File: src/rtl/fdiv_operand_queue.sv
// Operand issue queue ahead of fdiv: DEPTH-entry FIFO that classifies each (a, b) pair at enqueue.
// Latency: push-to-head 1 cycle, no bypass. Backpressure: in_ready low only when full, independent of out_ready.
module fdiv_operand_queue #(
  parameter int N     = 32,
  parameter int DEPTH = 4,
  localparam int EXP_LEN = (N == 64) ? 11 : 8,
  localparam int MAN_LEN = (N == 64) ? 52 : 23,
  localparam int BIAS    = (1 << (EXP_LEN - 1)) - 1,
  localparam int CW      = $clog2(DEPTH + 1)
) (
  input  logic                      clk,
  input  logic                      rst_n,
  input  logic                      in_valid,
  output logic                      in_ready,
  input  logic [N-1:0]              in_a,
  input  logic [N-1:0]              in_b,
  output logic                      out_valid,
  input  logic                      out_ready,
  output logic [N-1:0]              out_a,
  output logic [N-1:0]              out_b,
  output logic                      out_sign,
  output logic [2:0]                out_cls,
  output logic signed [EXP_LEN+1:0] out_ediff,
  output logic [CW-1:0]             count
);
  localparam int PW = $clog2(DEPTH);
  localparam int EW = EXP_LEN + 2;
  localparam logic [CW-1:0]        FULL    = CW'(DEPTH);
  localparam logic signed [EW-1:0] OVF_LIM = EW'(BIAS);
  localparam logic signed [EW-1:0] UNF_LIM = EW'(1 - BIAS);

  localparam logic [2:0] CLS_NORM = 3'd0;
  localparam logic [2:0] CLS_ZERO = 3'd1;
  localparam logic [2:0] CLS_OVF  = 3'd2;
  localparam logic [2:0] CLS_UNF  = 3'd3;
  localparam logic [2:0] CLS_INF  = 3'd4;
  localparam logic [2:0] CLS_NAN  = 3'd5;

  typedef struct packed {
    logic [N-1:0]         a;
    logic [N-1:0]         b;
    logic                 sign;
    logic [2:0]           cls;
    logic signed [EW-1:0] ediff;
  } entry_t;

  entry_t        mem [DEPTH];
  entry_t        new_ent;
  entry_t        head;
  logic [PW-1:0] wr_ptr;
  logic [PW-1:0] rd_ptr;
  logic [CW-1:0] count_q;
  logic          push;
  logic          pop;

  logic [EXP_LEN-1:0] ea, eb;
  logic [MAN_LEN-1:0] ma, mb;
  logic a_nan, b_nan, a_inf, b_inf, a_zero, b_zero;

  assign ea = in_a[N-2 -: EXP_LEN];
  assign eb = in_b[N-2 -: EXP_LEN];
  assign ma = in_a[MAN_LEN-1:0];
  assign mb = in_b[MAN_LEN-1:0];

  // Denormals flush to zero: an all-zero exponent means zero regardless of mantissa.
  assign a_zero = (ea == '0);
  assign b_zero = (eb == '0);
  assign a_inf  = (ea == '1) && (ma == '0);
  assign b_inf  = (eb == '1) && (mb == '0);
  assign a_nan  = (ea == '1) && (ma != '0);
  assign b_nan  = (eb == '1) && (mb != '0);

  always_comb begin
    new_ent       = '0;
    new_ent.a     = in_a;
    new_ent.b     = in_b;
    new_ent.sign  = in_a[N-1] ^ in_b[N-1];
    new_ent.ediff = {2'b00, ea} - {2'b00, eb};
    if (a_nan || b_nan || (a_zero && b_zero) || (a_inf && b_inf))
      new_ent.cls = CLS_NAN;
    else if (a_inf || (b_zero && !a_zero))
      new_ent.cls = CLS_INF;
    else if (a_zero || b_inf)
      new_ent.cls = CLS_ZERO;
    else if (new_ent.ediff > OVF_LIM)
      new_ent.cls = CLS_OVF;
    else if (new_ent.ediff < UNF_LIM)
      new_ent.cls = CLS_UNF;
    else
      new_ent.cls = CLS_NORM;
  end

  assign in_ready  = (count_q != FULL);
  assign out_valid = (count_q != '0);
  assign push      = in_valid && in_ready;
  assign pop       = out_valid && out_ready;

  always_ff @(posedge clk) begin
    if (push)
      mem[wr_ptr] <= new_ent;
  end

  always_ff @(posedge clk) begin
    if (!rst_n) begin
      wr_ptr  <= '0;
      rd_ptr  <= '0;
      count_q <= '0;
    end else begin
      if (push)
        wr_ptr <= wr_ptr + PW'(1);
      if (pop)
        rd_ptr <= rd_ptr + PW'(1);
      case ({push, pop})
        2'b10:   count_q <= count_q + CW'(1);
        2'b01:   count_q <= count_q - CW'(1);
        default: count_q <= count_q;
      endcase
    end
  end

  // Head is masked while empty so reset and drained states present all-zero outputs.
  assign head      = mem[rd_ptr];
  assign out_a     = out_valid ? head.a     : '0;
  assign out_b     = out_valid ? head.b     : '0;
  assign out_sign  = out_valid ? head.sign  : 1'b0;
  assign out_cls   = out_valid ? head.cls   : 3'd0;
  assign out_ediff = out_valid ? head.ediff : '0;
  assign count     = count_q;

endmodule

File: config.mk
export PLATFORM = sky130hd
export DESIGN_NAME = fdiv_operand_queue
export DESIGN_NICKNAME = d
export VERILOG_FILES = /design/src/rtl/fdiv_operand_queue.sv
export SDC_FILE = /design/constraint.sdc
export NUM_CORES = 1
export LEC_CHECK = 0
export ABC_AREA = 1
export ABC_CLOCK_PERIOD_IN_PS = 5450
export BUFFER_PORTS_ARGS = -buffer_cell sky130_fd_sc_hd__buf_2
export CAP_MARGIN = 20
export CORE_MARGIN = 2
export CORE_UTILIZATION = 25
export DETAILED_ROUTE_END_ITERATION = 8
export PLACE_DENSITY = 0.49
export SETUP_SLACK_MARGIN = 0.4
export SYNTH_ARGS = -nofsm -noshare
export SYNTH_HDL_FRONTEND = slang
export SYNTH_SLANG_ARGS = --single-unit
File: constraint.sdc
create_clock -name clk -period 5.45 [get_ports clk]
set_input_delay 0.545 -clock clk [delete_from_list [all_inputs] [get_ports clk]]
set_output_delay 0.545 -clock clk [all_outputs]
set_load 0.05 [all_outputs]
==> flow_metrics.env, run 1 <==
export IMPL_power_density_nw_per_um2=545
export IMPL_leakage_nw=5.63
export IMPL_detail_route_vias_per_cell=4.37
export IMPL_max_freq_ghz=0.287
export IMPL_vias=8634
export IMPL_rsz0062_at_grt="false"
export IMPL_route_detailed_drc=0
export IMPL_drv_slew=0
export IMPL_root_buffer="clkbuf_16"
export IMPL_cts_setup_buffers=0
export IMPL_first_pass_iters=5
export IMPL_drt_iter0_markers=434
export IMPL_grt_max_degree=110
export IMPL_core_area_um2=51600
export IMPL_fp_row_count=83
export IMPL_finalCritPeriodShare_pct=63.9
export IMPL_ys_flop_type="edfxtp_1"
export IMPL_cts_tree="yes"
export IMPL_yosysSeqAreaShare_pct=71.9
export IMPL_switching_share_pct=43.4
export IMPL_io_pins=151
export IMPL_hold_violations=0
export IMPL_ys_types=28
export IMPL_cts_path_max_buffers=3
export IMPL_syn_nets=1212
export IMPL_fin_util_pct=30.4
export IMPL_fin_nets=1354
export IMPL_cp_end_kind="output pin"
export IMPL_hp_class="input pin to register"
export IMPL_final_cell_mix="nor2_1 (347), edfxtp_1 (308), buf_2 (150)"
export IMPL_synth_edf_count=308
export IMPL_regArea_um2=9440
export IMPL_cp_required_ns=4.91
export IMPL_syn_area_per_cell_um2=11.6
export IMPL_cpPeakStageDelay_ns=0.67
export IMPL_cp_endpoint="out_a[0]"
export IMPL_hpwl_um=20400
export IMPL_clock_sinks=317
export IMPL_grt_overflow_total=0
export IMPL_dp_slack_ns=2.26
export IMPL_fp_dieW_um=233
export IMPL_clk_insertion_delay_late_ns=0.54
export IMPL_start_util_pct=25.4
export IMPL_grt_pass1_vias=8589
export IMPL_sequentialPowerShare_pct=35.4
export IMPL_tightest_slew_ns=0.999
export IMPL_gp_congestion=0.766
export IMPL_drt_wirelength_per_cell_um=17.4
export IMPL_slew_headroom_pct=33.3
export IMPL_path_class="register to output pin"
export IMPL_peakVddDrop_uv=242
export IMPL_synth_top_area_cell="edfxtp_1"
export IMPL_p_sw_mw=3.71
export IMPL_yosysTopAreaCellShare_pct=70.5
export IMPL_antenna_found_initial=3
export IMPL_power_frac_comb_pct=38.8
export IMPL_drtAntennaViolNets=0
export IMPL_critPathSlowestCell="dfxtp_4"
export IMPL_cp_cell_sequence="inv_2 > buf_4 > nor2_1 > o21ai_0 > a21oi_1 > buf_2"
export IMPL_finClkSkew_ns=0.0174
export IMPL_dieArea_um2=54300
export IMPL_start_kind="register"
export IMPL_syn2layout_area_growth_pct=19.6
export IMPL_internal_power_mw=4.84
export IMPL_synthTopCellsByArea="edfxtp_1 (71%), nor2_1 (10%), o21ai_0 (5.2%), a21oi_1 (3.5%), dfxtp_1 (1.4%)"
export IMPL_ys_ff_latch=317
export IMPL_maxCapViolations=0
export IMPL_clk_pin_slew_worst_paths_ns=0.06
export IMPL_drive_gt1_share_pct=18.1
export IMPL_fin_crit_ns=3.48
export IMPL_setup_viol=0
export IMPL_yosysWarningCount=0
export IMPL_synthCells=1128
export IMPL_rrSetupSlack_ns=2.78
export IMPL_crit_fanout=46
export IMPL_status="finished clean"
export IMPL_tns_ns=0
export IMPL_routed_wl_um=34300
export IMPL_port_buffer_count=150
export IMPL_final_common_cell="nor2_1"
export IMPL_numCtsBuffers=36
export IMPL_rr_worst_depth=5
export IMPL_async_flop_share_pct=0
export IMPL_clkPwrFrac_pct=25.8
export IMPL_r2r_end="mem[0][31]$_DFFE_PP_"
export IMPL_fillers=5197
export IMPL_ctsHoldBuffers=0
export IMPL_postCtsResizedCells=0
export IMPL_multiInputGateArea_um2=3260
export IMPL_cp_data_arrival_time_ns=2.94
export IMPL_min_from="in_a[22]"
export IMPL_grt_pass1_wl_um=51800
export IMPL_die_y_um=233
export IMPL_h_tree_depth=2
export IMPL_fin_ws_ns=1.97
export IMPL_synth_cell_area_um2=13100
export IMPL_regToRegStartpoint="count[0]$_SDFFE_PN0P_"
export IMPL_grt_usage_pct=12.6
## routing by layer
metal,vias up,part of all wire (%),global-route usage (%)
met4,6,1.9,3.52
met2,150,48,21.2
met5,-,0.11,0
li1,4225,-,-
met3,46,4.9,3.11
met1,4207,45,16.2
## worst min-delay path by stage
stage | end | slack [ns] | cells past startpoint
finish | mem[1][68]$_DFFE_PP_ | 0.24 | 1
global route | mem[0][68]$_DFFE_PP_ | 0.21 | 1
CTS | mem[0][68]$_DFFE_PP_ | 0.19 | 1
detailed placement | register | 0.47 | 2
global placement | rd_ptr[0]$_SDFFE_PN0P_ | 0.45 | 1
floorplan | register | 0.44 | 2
## state kept, by name, indices dropped and copies added, names as in the netlist, named ones only
name,flops
count,3
mem,308
rd_ptr,2
wr_ptr,2
## power groups by stage
| stage | sequential [mW] | combinational (mW) | clock (mW) |
|---|---|---|---|
| 2_1_floorplan | 3.09 | 2.46 | 0 |
| 3_3_place_gp | 3.07 | 3.37 | 0 |
| 3_5_place_dp | 3.08 | 3.38 | 0 |
| 4_1_cts | 3.03 | 3.39 | 2.27 |
| 5_1_grt | 3.05 | 3.58 | 2.37 |
| 6_report | 3.02 | 3.32 | 2.20 |
## worst max-delay path, delay by kind of cell (launching register included)
kind / cells / cell delay [ns]
simple gates: 1 / 0.16
flops: 1 / 0.67
compound gates: 2 / 0.36
buf+inv: 3 / 1.18
## per-stage QoR
| step | hold WS, ns | instances | area [um2] | total power, mW |
|---|---|---|---|---|
| after floorplan | 0.436 | 1128 | 13100 | 5.54 |
| after global placement | 0.454 | 1911 | 14600 | 6.44 |
| after detailed placement | 0.466 | 1911 | 14600 | 6.46 |
| after CTS | 0.195 | 1975 | 15700 | 8.69 |
| after global routing | 0.208 | 1976 | 15700 | 9.00 |
| final | 0.237 | 1977 | 15700 | 8.54 |
## Yosys cell counts (2+ instances only)
library cell  instances
edfxtp_1            308
a21oi_1              92
inv_2                 5
nand2_1              45
nor2_1              351
nor3_1                2
nand3_1              12
nand4_1               8
ha_1                 14
fa_1                  2
and2_2                2
clkbuf_1             26
buf_4                 9
o21ai_0             135
o21ai_1              28
nand2_2               8
buf_2                23
dfxtp_1               9
inv_1                40
## logic make-up after synthesis
kind of cell	count (synthesis)	synth area share, %
flops	317	71.9
buf+inv	104	3.45
simple gates	432	13.0
fa+ha+maj	16	1.64
xor+xnor	1	0.0668
compound gates	258	9.91
## cell type report
cell class                      count  area share, %
Inverter                           45           1.09
Antenna cell                        1         0.0160
Clock buffer                       47           6.14
Sequential cell                   317           60.2
Timing Repair Buffer              163           5.77
Multi-Input combinational cell    707           20.8
Tap cell                          680           5.42
Clock inverter                     17          0.590
Power figures use the tool's default switching activity.
==> run 2, diff against run 1 <==
- ABC_AREA: 1 -> 0
- ABC_CLOCK_PERIOD_IN_PS: 5450 -> 3500
- clock period: 5.45 -> 3.5 ns (I/O delays scaled with it)
==> run 2 against run 1 <==
Die area shrank 2.0%. Area after synthesis shrank 2.0%. Critical endpoint is now out_b[24]. Setup slack lost 1.4 ns. Largest cell class unchanged.
==> flow_metrics.env, run 2 <==
export IMPL_cp_required_ns=3.15
export IMPL_crit_fanout=21
export IMPL_slew_headroom_pct=43.8
export IMPL_grt_pass1_wl_um=45700
export IMPL_io_pins=151
export IMPL_leakage_nw=5.29
export IMPL_finalNonFillerCells=1528
export IMPL_tightest_slew_ns=0.844
export IMPL_drt_iter0_markers=305
export IMPL_synth_edf_count=308
export IMPL_post_dp_cell_area_um2=14600
export IMPL_final_cell_area_um2=15700
export IMPL_max_freq_ghz=0.346
export IMPL_async_flop_share_pct=0
export IMPL_fp_row_count=83
export IMPL_yosysWarningCount=0
export IMPL_ctsHoldBuffers=0
export IMPL_rrSetupSlack_ns=1.26
export IMPL_ys_ff_latch=317
export IMPL_route_detailed_drc=0
export IMPL_r2r_end="count[2]$_SDFFE_PN0P_"
export IMPL_top_register="mem"
export IMPL_cts_setup_buffers=0
export IMPL_postCtsResizedCells=0
export IMPL_hp_class="input pin to register"
export IMPL_synthTopCellsByCount="edfxtp_1 (308), and2_1 (85), mux4_2 (77)"
export IMPL_status="finished clean"
export IMPL_fin_nets=904
export IMPL_grt_pass1_vias=7131
export IMPL_maxCapViolations=0
export IMPL_routed_wl_um=30400
export IMPL_clock_sinks=317
export IMPL_yosys_area_share_simple_pct=6.64
export IMPL_start_util_pct=25.2
export IMPL_hold_violations=0
export IMPL_synthCells=642
export IMPL_regToRegStartpoint="count[0]$_SDFFE_PN0P_"
export IMPL_tns_ns=0
export IMPL_grt_max_degree=79
export IMPL_drt_wirelength_per_cell_um=19.9
export IMPL_path_class="register to output pin"
export IMPL_syn_area_per_cell_um2=20.0
export IMPL_final_common_cell="edfxtp_1"
export IMPL_setup_viol=0
export IMPL_hold_path_cell_count=1
export IMPL_final_cell_mix="edfxtp_1 (308), buf_2 (150), and2_1 (85)"
export IMPL_first_pass_iters=4
export IMPL_cp_data_arrival_time_ns=2.54
export IMPL_fp_dieW_um=231
export IMPL_finClkSkew_ns=0.0103
export IMPL_synth_top_family_by_area="multiplexers"
export IMPL_cp_end_kind="output pin"
export IMPL_dp_cells=1460
export IMPL_min_to="mem[3][25]$_DFFE_PP_"
export IMPL_gp_congestion=0.708
export IMPL_cts_tree="yes"
export IMPL_start_kind="register"
export IMPL_vias=6612
export IMPL_synth_cell_area_um2=12900
export IMPL_die_y_um=231
export IMPL_yosysTopAreaCellShare_pct=72.0
export IMPL_yosysMostFrequentCell="edfxtp_1"
export IMPL_finalCritPeriodShare_pct=82.5
export IMPL_fillers=5081
export IMPL_synth_compound_area_share_pct=2.41
export IMPL_internal_power_mw=8.38
export IMPL_core_area_um2=51100
export IMPL_ys_types=46
export IMPL_yosysSeqAreaShare_pct=73.4
export IMPL_sequentialPowerShare_pct=35.1
export IMPL_switching_share_pct=38.7
export IMPL_largest_reg_flops=308
export IMPL_drive_gt1_share_pct=37.6
export IMPL_synth_top_area_cell="edfxtp_1"
export IMPL_total_power_mw=13.7
export IMPL_clkPwrFrac_pct=27.0
export IMPL_numCtsBuffers=38
export IMPL_cpPeakStageDelay_ns=0.66
export IMPL_ys_flop_type="edfxtp_1"
export IMPL_fin_crit_ns=2.89
export IMPL_grt_overflow_total=0
export IMPL_synthAdderAreaFrac_pct=1.67
export IMPL_whs_ns=0.0513
export IMPL_port_buffer_count=150
export IMPL_cts_path_max_buffers=3
export IMPL_syn_nets=726
export IMPL_detail_route_vias_per_cell=4.33
export IMPL_p_sw_mw=5.30
export IMPL_rsz0062_at_grt="false"
export IMPL_power_frac_comb_pct=37.9
export IMPL_dieArea_um2=53200
export IMPL_synthXorXnorAreaFrac_pct=0.613
export IMPL_synthTopCellsByArea="edfxtp_1 (72%), mux4_2 (13%), and2_1 (4.1%), dfxtp_1 (1.4%), ha_1 (1.4%)"
export IMPL_peakVddDrop_uv=420
export IMPL_root_buffer="clkbuf_16"
export IMPL_cp_cell_sequence="buf_4 > mux4_2 > and2_1 > buf_2"
export IMPL_rr_worst_depth=10
export IMPL_syn2layout_area_growth_pct=22.3
export IMPL_power_density_nw_per_um2=870
export IMPL_min_from="in_b[11]"
export IMPL_critPathSlowestCell="dfxtp_4"
export IMPL_h_tree_depth=2
export IMPL_antenna_found_initial=0
export IMPL_diodes=0
export IMPL_clk_insertion_delay_late_ns=0.53
export IMPL_clk_pin_slew_worst_paths_ns=0.06
export IMPL_synth_mux_area_share_pct=13.6
export IMPL_grt_usage_pct=11.6
export IMPL_drv_slew=0
export IMPL_hpwl_um=19300
export IMPL_drtAntennaViolNets=0
==> run 2: changes by cell type after synthesis, moves of 6 or more <==
cell,before,now
clkbuf_1,26,16
xnor2_1,0,6
nand2_2,8,0
a21oi_1,92,4
and2_1,1,85
nand3_1,12,3
mux4_2,0,77
nor4_1,0,14
o21ai_0,135,7
nand2_1,45,12
nor2_1,351,3
o21ai_1,28,0
inv_1,40,18
buf_2,23,7
==> run 2: power groups by stage <==
stage	clock network, mW	registers, mW	logic, mW
detailed placement	0	4.89	5.33
finish	3.70	4.80	5.18
floorplan	0	4.82	3.92
global route	3.97	4.85	5.54
global placement	0	4.88	5.34
CTS	3.85	4.82	5.35
==> run 2: cell families (layout without fill, tap and decap cells) <==
kind of cell             count (synthesis)  count (layout)
adder cells (fa/ha/maj)                 16              16
multiplexers                            78              78
buffers and inverters                   48             254
flip-flops                             317             317
XOR/XNOR                                 9               9
AO/OA/AOI/OAI                           34              34
AND/OR/NAND/NOR                        140             140
==> run 2: final cells by class <==
class / instances / area (um2) / share of cell area, %
Clock buffer: 49 / 1010 / 6.45
Clock inverter: 19 / 154 / 0.979
Inverter: 18 / 67.6 / 0.430
Multi-Input combinational cell: 277 / 3220 / 20.5
Sequential cell: 317 / 9440 / 60.0
Tap cell: 680 / 851 / 5.41
Timing Repair Buffer: 168 / 973 / 6.19
==> run 2: how the worst max path moves through the flow <==
stage | startpoint | end | slack (ns) | depth (start not counted)
final | register | out_b[24] | 0.61 | 4
after global routing | register | out_b[24] | 0.46 | 4
after CTS | register | out_b[24] | 0.48 | 4
after detailed placement | in_a[23] | mem[0][11]$_DFFE_PP_ | 0.80 | 11
after global placement | in_a[23] | mem[0][11]$_DFFE_PP_ | 0.85 | 11
after floorplan | count[2]$_SDFFE_PN0P_ | count[2]$_SDFFE_PN0P_ | 0.58 | 9
==> run 2: worst max-delay path: cells and delay by family (launching register included) <==
family,cells,cell delay [ns]
flops,1,0.66
buf+inv,2,0.49
simple gates,1,0.21
mux,1,0.61
==> run 2: metrics by stage <==
stage,util (%),setup slack (ns)
after global routing,30.8,0.458
after detailed placement,28.5,0.800
after global placement,28.5,0.848
after floorplan,-,0.578
after CTS,30.8,0.484
final,30.8,0.613
==> run 2: metal layers <==
| layer | vias to the layer above | routed length, um | track usage (%) |
|---|---|---|---|
| li1 | 2942 | - | - |
| met4 | 0 | 617 | 3.75 |
| met1 | 3485 | 13600 | 15.2 |
| met2 | 148 | 14900 | 19.2 |
| met5 | - | 0 | 0 |
| met3 | 37 | 1310 | 2.50 |
==> run 3, diff against run 2 <==
- ABC_CLOCK_PERIOD_IN_PS: 3500 -> 2700
- clock period: 3.5 -> 2.7 ns (I/O delays scaled with it)
==> run 3 against run 2 <==
Count of clock-buffer cells in the layout decreased by 9. Die area unchanged. Wire length increased by 11%. First-iteration DRC count increased by 52%. Clock skew increased by 0.0033 ns. Via count increased by 5.7%. Sequential power increased by 28%. Largest cell class unchanged. Largest power group unchanged.
==> flow_metrics.env, run 3 (synthesis results as in run 2) <==
export IMPL_status="finished clean"
export IMPL_setup_viol=0
export IMPL_detail_route_vias_per_cell=4.33
export IMPL_crit_fanout=6
export IMPL_rsz0062_at_grt="true"
export IMPL_vias=6988
export IMPL_antenna_found_initial=1
export IMPL_first_pass_iters=4
export IMPL_drt_iter0_markers=465
export IMPL_cp_data_arrival_time_ns=2.17
export IMPL_fin_crit_ns=2.44
export IMPL_p_sw_mw=7.45
export IMPL_cp_cell_sequence="buf_4 > clkbuf_16 > mux4_2 > and2_1 > buf_2"
export IMPL_grt_pass1_vias=7394
export IMPL_fp_dieW_um=231
export IMPL_grt_overflow_total=0
export IMPL_final_common_cell="edfxtp_1"
export IMPL_regArea_um2=9440
export IMPL_port_buffer_count=150
export IMPL_finClkSkew_ns=0.0136
export IMPL_clk_insertion_delay_late_ns=0.55
export IMPL_start_kind="register"
export IMPL_cts_tree="yes"
export IMPL_gp_congestion=0.738
export IMPL_top_register="mem"
export IMPL_grt_usage_pct=12.4
export IMPL_core_area_um2=51100
export IMPL_wl_met2_um=15600
export IMPL_fp_row_count=83
export IMPL_tightest_slew_ns=0.684
export IMPL_drtAntennaViolNets=0
export IMPL_drive_gt1_share_pct=42.7
export IMPL_grt_max_degree=78
export IMPL_cpPeakStageDelay_ns=0.50
export IMPL_fillers=4914
export IMPL_finalCritPeriodShare_pct=90.4
export IMPL_tns_ns=0
export IMPL_clkPwrFrac_pct=25.0
export IMPL_largest_reg_flops=308
export IMPL_met3_length_um=1310
export IMPL_hold_violations=0
export IMPL_hp_class="input pin to register"
export IMPL_routed_wl_um=33700
export IMPL_final_cell_mix="edfxtp_1 (308), buf_2 (82), mux4_2 (77)"
export IMPL_route_detailed_drc=0
export IMPL_drt_wirelength_per_cell_um=20.9
export IMPL_root_buffer="clkbuf_16"
export IMPL_power_density_nw_per_um2=1160
export IMPL_rrSetupSlack_ns=0.57
export IMPL_die_y_um=231
export IMPL_peakVddDrop_uv=649
export IMPL_internal_power_mw=12.8
export IMPL_clock_sinks=317
export IMPL_h_tree_depth=2
export IMPL_leakage_nw=5.97
export IMPL_critPathBufInv=3
export IMPL_switching_share_pct=36.7
export IMPL_total_power_mw=20.3
export IMPL_numCtsBuffers=37
export IMPL_cts_path_max_buffers=3
export IMPL_hpwl_um=18800
export IMPL_start_util_pct=25.2
export IMPL_post_dp_cell_area_um2=14600
export IMPL_multiInputGateArea_um2=3390
export IMPL_clk_pin_slew_worst_paths_ns=0.06
export IMPL_cp_end_kind="output pin"
export IMPL_cp_required_ns=2.43
export IMPL_syn2layout_area_growth_pct=35.8
export IMPL_fin_nets=988
export IMPL_top_layer="met4"
export IMPL_sequentialPowerShare_pct=30.3
export IMPL_path_class="register to output pin"
export IMPL_maxCapViolations=0
export IMPL_grt_pass1_wl_um=48100
export IMPL_drv_slew=0
export IMPL_critPathSlowestCell="mux4_2"
export IMPL_cp_top_family="buffers and inverters"
export IMPL_m1WireLength_um=16000
export IMPL_dieArea_um2=53200
export IMPL_io_pins=151
export IMPL_max_freq_ghz=0.410
export IMPL_final_cell_area_um2=17500
export IMPL_power_frac_comb_pct=44.7
export IMPL_slew_headroom_pct=54.4
-- run 3: cell types whose count changed in the layout (fill, tap and decap cells not counted), moves of 6 or more --
cell,previous run,this run
buf_4,11,42
buf_6,0,34
buf_12,7,15
buf_8,0,6
buf_2,150,82
clkbuf_1,10,1
buf_16,0,8
and2_1,85,46
and2_4,0,39
dlygate4sd3_1,0,59
-- run 3: area by class of cell --
type | instances | area share (%)
flip-flops and latches | 317 | 54.1
multi-input cells | 277 | 19.4
repair buffers | 253 | 14.2
clock buffers | 40 | 5.61
well taps | 680 | 4.87
clock inverters | 24 | 1.43
inverters | 18 | 0.387
diodes | 3 | 0.0430
-- run 3: final timing paths --
check / depth (start not counted) / end / start
min reg2reg: 2 / wr_ptr[1]$_SDFFE_PN0P_ / wr_ptr[1]$_SDFFE_PN0P_
max reg2reg: 10 / count[2]$_SDFFE_PN0P_ / count[0]$_SDFFE_PN0P_
min: 2 / wr_ptr[0]$_SDFFE_PN0P_ / rst_n
max: 5 / out_a[11] / register
-- run 3: through the flow --
step,worst slack [ns],hold WS [ns],utilization (%),cells
global route,0.180,0.0217,34.2,1609
detailed placement,0.157,0.507,28.6,1462
global placement,0.190,0.506,28.6,1462
floorplan,0.416,0.369,-,642
CTS,0.135,0.000543,33.0,1594
finish,0.259,0.0443,34.2,1612
-- run 3: power by group through the flow --
stage / Clock [mW] / Sequential, mW / Combinational (mW)
finish: 5.07 / 6.14 / 9.07
global route: 5.42 / 6.18 / 9.61
detailed placement: 0 / 6.26 / 7.07
floorplan: 0 / 6.26 / 5.10
global placement: 0 / 6.25 / 7.04
CTS: 5.23 / 6.18 / 8.16
-- run 3: what timing repair did --
action                                 CTS  global route
cloned                                   6             6
pin swaps                                0             3
endpoints found under the hold margin  234             0
buffers inserted                         3             9
hold buffers                            59             0
setup endpoints to repair               79            86
resized for setup                       66           150
-- run 3: routing by layer --
metal | vias up | global-route usage (%)
li1 | 3118 | -
met1 | 3657 | 17.0
met2 | 164 | 19.8
met3 | 49 | 2.31
met4 | 0 | 4.23
met5 | - | 0
-- run 3: worst register-to-register path, stage by stage (launching register included) --
cell and delay, ns:
dfxtp_2 0.34, inv_2 0.09, nand3_4 0.11, and2_1 0.21
inv_1 0.08, ha_1 0.18, inv_1 0.06, fa_1 0.37
xor2_1 0.16, or3_1 0.30, a21boi_0 0.16
